### src/rtl/shared_reg_arbiter.sv
// Round-robin arbiter sharing one DATAWIDTH register among NREQ writers; SHARED_REG_ARBITER_LOCK_EN adds owner lock.
// Latency: one edge from sampled req to q/q_owner update with gnt and q_valid pulsing for the following cycle.
// Backpressure: none downstream; a requester holds req/d until it sees its gnt bit.
module shared_reg_arbiter #(
    parameter int DATAWIDTH = 8,
    parameter int NREQ      = 4
`ifdef SHARED_REG_ARBITER_LOCK_EN
    ,
    parameter int MAX_LOCK  = 8
`endif
) (
    input  logic                      Clk,
    input  logic                      Rst,
    input  logic [NREQ-1:0]           req,
    input  logic [NREQ*DATAWIDTH-1:0] d,
`ifdef SHARED_REG_ARBITER_LOCK_EN
    input  logic [NREQ-1:0]           lock,
`endif
    output logic [NREQ-1:0]           gnt,
    output logic [DATAWIDTH-1:0]      q,
    output logic                      q_valid,
    output logic [$clog2(NREQ)-1:0]   q_owner
);

    localparam int OW = $clog2(NREQ);

    logic [DATAWIDTH-1:0] d_word [NREQ];

    logic [NREQ-1:0]      gnt_q, gnt_d;
    logic [DATAWIDTH-1:0] q_q, q_d;
    logic                 q_valid_q, q_valid_d;
    logic [OW-1:0]        owner_q, owner_d;
    logic [OW-1:0]        last_q, last_d;

    logic                 rr_found;
    logic [OW-1:0]        rr_idx;
    logic [OW-1:0]        scan_idx;
    logic                 win_vld;
    logic [OW-1:0]        win_idx;

`ifdef SHARED_REG_ARBITER_LOCK_EN
    typedef enum logic {ARB, LOCKED} state_e;
    state_e               state_q, state_d;
    logic [7:0]           cnt_q, cnt_d;
    logic                 keep_lock;
`endif

    for (genvar i = 0; i < NREQ; i++) begin : g_split
        assign d_word[i] = d[i*DATAWIDTH +: DATAWIDTH];
    end

    // Search upward from the lane after the last winner, wrapping past NREQ-1.
    always_comb begin
        rr_found = 1'b0;
        rr_idx   = '0;
        scan_idx = '0;
        for (int k = 1; k <= NREQ; k++) begin
            scan_idx = OW'((int'(last_q) + k) % NREQ);
            if (!rr_found && req[scan_idx]) begin
                rr_found = 1'b1;
                rr_idx   = scan_idx;
            end
        end
    end

    always_comb begin
        win_vld = rr_found;
        win_idx = rr_idx;
`ifdef SHARED_REG_ARBITER_LOCK_EN
        keep_lock = (state_q == LOCKED) && req[last_q] && lock[last_q]
                    && (cnt_q < 8'(MAX_LOCK));
        state_d   = ARB;
        cnt_d     = '0;
        if (keep_lock) begin
            win_vld = 1'b1;
            win_idx = last_q;
            state_d = LOCKED;
            cnt_d   = cnt_q + 8'd1;
        end else if (rr_found && lock[rr_idx]) begin
            // A fresh lock starts counting at the grant that acquired it.
            state_d = LOCKED;
            cnt_d   = 8'd1;
        end
`endif
        gnt_d     = '0;
        q_valid_d = 1'b0;
        q_d       = q_q;
        owner_d   = owner_q;
        last_d    = last_q;
        if (win_vld) begin
            gnt_d[win_idx] = 1'b1;
            q_valid_d      = 1'b1;
            q_d            = d_word[win_idx];
            owner_d        = win_idx;
            last_d         = win_idx;
        end
    end

    always_ff @(posedge Clk or negedge Rst) begin
        if (!Rst) begin
            gnt_q     <= '0;
            q_q       <= '0;
            q_valid_q <= 1'b0;
            owner_q   <= '0;
            last_q    <= OW'(NREQ - 1);
`ifdef SHARED_REG_ARBITER_LOCK_EN
            state_q   <= ARB;
            cnt_q     <= '0;
`endif
        end else begin
            gnt_q     <= gnt_d;
            q_q       <= q_d;
            q_valid_q <= q_valid_d;
            owner_q   <= owner_d;
            last_q    <= last_d;
`ifdef SHARED_REG_ARBITER_LOCK_EN
            state_q   <= state_d;
            cnt_q     <= cnt_d;
`endif
        end
    end

    assign gnt     = gnt_q;
    assign q       = q_q;
    assign q_valid = q_valid_q;
    assign q_owner = owner_q;

endmodule

### config.mk
export PLATFORM = sky130hd
export DESIGN_NAME = shared_reg_arbiter
export DESIGN_NICKNAME = d
export VERILOG_FILES = /design/src/rtl/shared_reg_arbiter.sv
export SDC_FILE = /design/constraint.sdc
export NUM_CORES = 1
export LEC_CHECK = 0
export CAP_MARGIN = 0
export CORE_MARGIN = 2
export CORE_UTILIZATION = 38
export DETAILED_ROUTE_END_ITERATION = 10
export HOLD_SLACK_MARGIN = 0.02
export PLACE_DENSITY_LB_ADDON = 0.2
export REMOVE_ABC_BUFFERS = 1
export SLEW_MARGIN = 20
export SYNTH_ARGS = -nofsm -noshare
export SYNTH_HDL_FRONTEND = slang
export SYNTH_SLANG_ARGS = --single-unit
### constraint.sdc
create_clock -name Clk -period 2.4 [get_ports Clk]
set_input_delay 0.6 -clock Clk [delete_from_list [all_inputs] [get_ports Clk]]
set_output_delay 0.6 -clock Clk [all_outputs]
set_load 0.005 [all_outputs]
Word level (Yosys, flattened, before mapping):

Cells that the tools add are included.

* bits in registers: 17
* output and inout bits: 15
* word-level logic and storage cells: 47

* $add $sub $neg: 4
* order comparisons: 7
* multiplexer cells: 23
* bitwise gates (word level): 1
* reductions and logical operators: 7

Operators by type and width (count)
* $bmux W8 S2: 1
* $mux W8: 2
* $lt A2 B3 Y1 const B: 5
* $mux W1: 10
* $bmux W1 S2: 4
* $mux W2: 4
* $add A2 B1 Y2 const B: 2
* $add A2 B2 Y2 const B: 2
* $logic_and A1 B1 Y1: 4
* $mux W4: 1
* $ge A3 B3 Y1 const B: 1
* $logic_not A1 Y1: 3
* $not A2 Y3: 1
* $demux W1 S2: 1
* $ge A2 B1 Y1 const B: 1

Depth between registers and ports, before layout:

Gate-level depths: netlist (run 1).

* depth in word-level cells: 18
* mapped depth: 7
* gate-level depth less buffers: 5

Worst setup path before layout (run 1):

OpenSTA, ideal clock, no wires.

* path type: input to register
* start point: input port req[2]
* end point: register q_q[7] (netlist: q[7])
* arrival time: 1.922 ns
* path slack: 0.352 ns
* stages: 6
* path buffers: 1
* cell sequence: nand2b_1 -> a21boi_2 -> o221ai_2 -> buf_8 -> mux2_4 -> a221o_1

* word-level cells in the longest chain between the ends: 16
* elaborated cells on any way between the ends: 26
* those cells by class: 19 x mux; 1 x bitwise; 6 x reduce/logical

RTL lines
* from (decl): line 14 `input logic [NREQ-1:0] req,`
* $bmux W1 S2: line 59 `if (!rr_found && req[scan_idx]) begin`
* $mux W1 (implied by the code): line 59
* $mux W1: line 59
* $logic_not A1 Y1: line 59
* $logic_and A1 B1 Y1: line 59
* $mux W1: line 59
* $logic_not A1 Y1: line 59
* $logic_and A1 B1 Y1: line 59
* $mux W1: line 59
* $logic_not A1 Y1: line 59
* $logic_and A1 B1 Y1: line 59
* $mux W2: line 59
* $not A2 Y3 (implied by the code): line 93 `q_d = d_word[win_idx];`
* $bmux W8 S2: line 93
* $mux W8 (implied by the code) (2 in series): line 93
* to (signal assigned): line 112 `q_q <= q_d;`
* to (decl): line 30 `logic [DATAWIDTH-1:0] q_q, q_d;`

Several ways; a longest one is shown, not always the timed one. The select of a mux whose other input is x is not followed.
A chain may end at the register's enable or synchronous reset.

Worst setup path after layout (run 1):

Ends and elaborated chain as after synthesis.

==> results of run 1 <==
-- metal layers --
| layer | up-vias | part of all wire | GRT usage |
|---|---|---|---|
| li1 | 438 | - | - |
| met1 | 434 | 0.42 | 0.2269 |
| met2 | 30 | 0.52 | 0.3435 |
| met3 | 3 | 0.057 | 0.04167 |
| met4 | 0 | 0.0087 | 0.06410 |
| met5 | - | 0 | 0 |
-- cell type report --
class	instances	share of cell area
inverters	1	0.002370
clock buffers	4	0.01659
well taps	30	0.02370
multi-input cells	61	0.3017
repair buffers	64	0.3855
flip-flops and latches	17	0.2701
-- timing repair --
item | CTS | global route
endpoints found under the hold margin | 0 | 0
buffers inserted | 0 | 0
hold buffers | 0 | 0
gates resized for setup | 0 | 1
setup endpoints to repair | 0 | 6
-- synth_stat cells, drive strengths merged, types with 2 or more instances --
cell type / count
nand2: 3
a21o: 4
nand2b: 4
dfstp: 2
nor2: 8
and2b: 2
a221o: 2
and2: 4
buf: 2
a221oi: 7
mux2i: 12
dfrtp: 15
mux2: 4
a21oi: 2
-- final timing paths --
path                                  from         end  slack, ps  depth (start not counted)
worst max-delay path                req[2]        q[7]        130                          7
worst min-delay path            q_owner[1]  q_owner[1]        490                          1
worst max register to register   last_q[1]        q[7]        450                          6
worst min register to register  q_owner[1]  q_owner[1]        490                          1
max in group asynchronous              Rst        q[4]       1190                          1
min in group asynchronous              Rst      gnt[3]        740                          1
-- power groups by stage --
| stage | sequential, mW | clock [mW] | combinational (mW) |
|---|---|---|---|
| 2_1_floorplan | 0.508 | 0 | 0.330 |
| 3_3_place_gp | 0.505 | 0 | 0.730 |
| 3_5_place_dp | 0.509 | 0 | 0.747 |
| 4_1_cts | 0.505 | 0.158 | 0.748 |
| 5_1_grt | 0.522 | 0.179 | 0.812 |
| 6_report | 0.506 | 0.155 | 0.743 |
-- through the flow --
step,setup slack [ps],cell area (um^2),setup TNS (ps),std cells,utilization
6_report,133.7,1584,0,177,0.6573
5_1_grt,76.52,1584,0,177,0.6573
4_1_cts,52.42,1579,0,177,0.6552
3_5_place_dp,-266.8,1553,-2246,173,0.6443
3_3_place_gp,-184.3,1553,-1596,173,0.6443
2_1_floorplan,-157.1,904.6,-314.3,79,-
-- cells by family after synthesis --
logic type,Yosys count
AO/OA/AOI/OAI,20
buffers and inverters,4
flip-flops,17
multiplexers,16
AND/OR/NAND/NOR,25
-- sequential cells by signal, indices dropped and copies added, names as in the netlist --
register and count:
q_valid 1, q_owner 2, last_q 2, q 8
gnt 4
==> qor.csv, run 1 <==
metric,value,unit
Simple-Gate Fraction of Synth Area,0.1393,
Compound-Gate Fraction of Synth Area,0.1830,
crit-path cells,"clkdlybuf4s50_1, nand2b_1, a21boi_2, o221ai_2, buf_4, mux2_2, a221o_1",
largest net degree at the start of global routing,18,
Internal,0.9574,mW
Design Power,1.403,mW
total CTS buffers,3,
Die W,53.83,um
Vias,905,
DR pass1 iterations,4,
number of synthesized flops with an enable pin,0,
Area growth syn-to-layout,67.90,%
Post-Syn Area,943.4,um^2
# IOs,53,
CTS tree,yes,
Flop pwr share,0.361,
Max-slew headroom,0.4945,
register cell area after layout,427.9,um^2
Slew @ Worst Pin,755.9,ps
Critical Path AT,2450,ps
GR Util All Layers,0.1927,
Nets,186,
post-route ant nets,0,
library cells used by synthesis,28,
Post-synth ARST share,1.000,
static leakage,0.6866,nW
clock share of power,0.110,
Synth Area in Adders,0,
Synth Instances,82,
CP max stage delay,480,ps
maximum clock rate,441.2,MHz
nature of the critical path endpoint,register,
"FF+latch count, synth",17,
HPWL after detailed placement,1889,um
drt via density,5.113,
Synth area leaders,"dfrtp_1, mux2i_1, a221oi_1, dfstp_2, mux2_2",
Antenna diodes,0,
first-pass GRT wire length,3960,um
Worst Path Required,2590,ps
main flop type after synthesis,dfrtp_1,
Port Buffers,52,
worst-case hold slack,490.2,ps
Root Driver,clkbuf_4,
RSZ-0062 raised after global routing,false,
clk_skew,3.133,ps
antenna violations before repair,0,
worst skew pair latency,290,ps
CTS sink count,17,
Clock transition at path regs,100,ps
Clock Path Buffers,2,
WP buf/inv,2,
WL final,2414,um
wire length per cell,13.64,um
Starting Density,0.3915,
xor/xnor share of the synthesized area,0,
Residual DRC,0,
GR Overflow Total,0,
Fill cells,202,
"Seq/Total Area, Yosys",0.4536,
core area,2410,um^2
1st-iter DRT viols,9,
PD cells,885.8,nW/um^2
Worst VDD drop,0.5636,mV
Worst Path Max Fanout,6,
cell family with most CP delay,compound AO/OA/AOI/OAI gates,
vias in the first global route,924,
Max-Cap Viols,0,
crit share post-route,0.9443,
largest family of logic cells by synthesized area,compound AO/OA/AOI/OAI gates,
final hold viol count,0,
Comb pwr share,0.529,
gpl congestion,0.7386,
startpoint types,input port,
Slew Limit Fails,0,
Setup Viol. Count Final,0,
Mapped Avg Cell Area,11.50,um^2
die height,53.83,um
Yosys top cell area share,0.3979,
"commonest cells after routing, fill and taps aside","clkdlybuf4s50_1, dfrtp_1, mux2i_1, buf_4, nor2_1",
# rows,18,
Yosys top cell by area,dfrtp_1,
mux share of post-synthesis cell area,0.1790,
Tmin final,2266,ps
Multi-input gate area,478.0,um^2
Sw Share,0.3177,
YS warnings,0,
status,"finished, final reports clean",
switching power,0.4457,mW
layout cells sized above 1,0.1701,
"slowest stage cell, crit path",clkdlybuf4s50_1,
Crit Path Category,in2reg,
CTS H-tree depth,1,
HP Class,reg2reg,
"commonest non-fill, non-tap cell in the layout",clkdlybuf4s50_1,
die area,2897,um^2
Note: power is estimated with default switching activity, not from simulation.
==> run 2: changes to the inputs <==
- ABC_CLOCK_PERIOD_IN_PS: default -> 2400
==> results of run 2 <==
No change in the layout: final DEF, timing and power equal those of run 1.
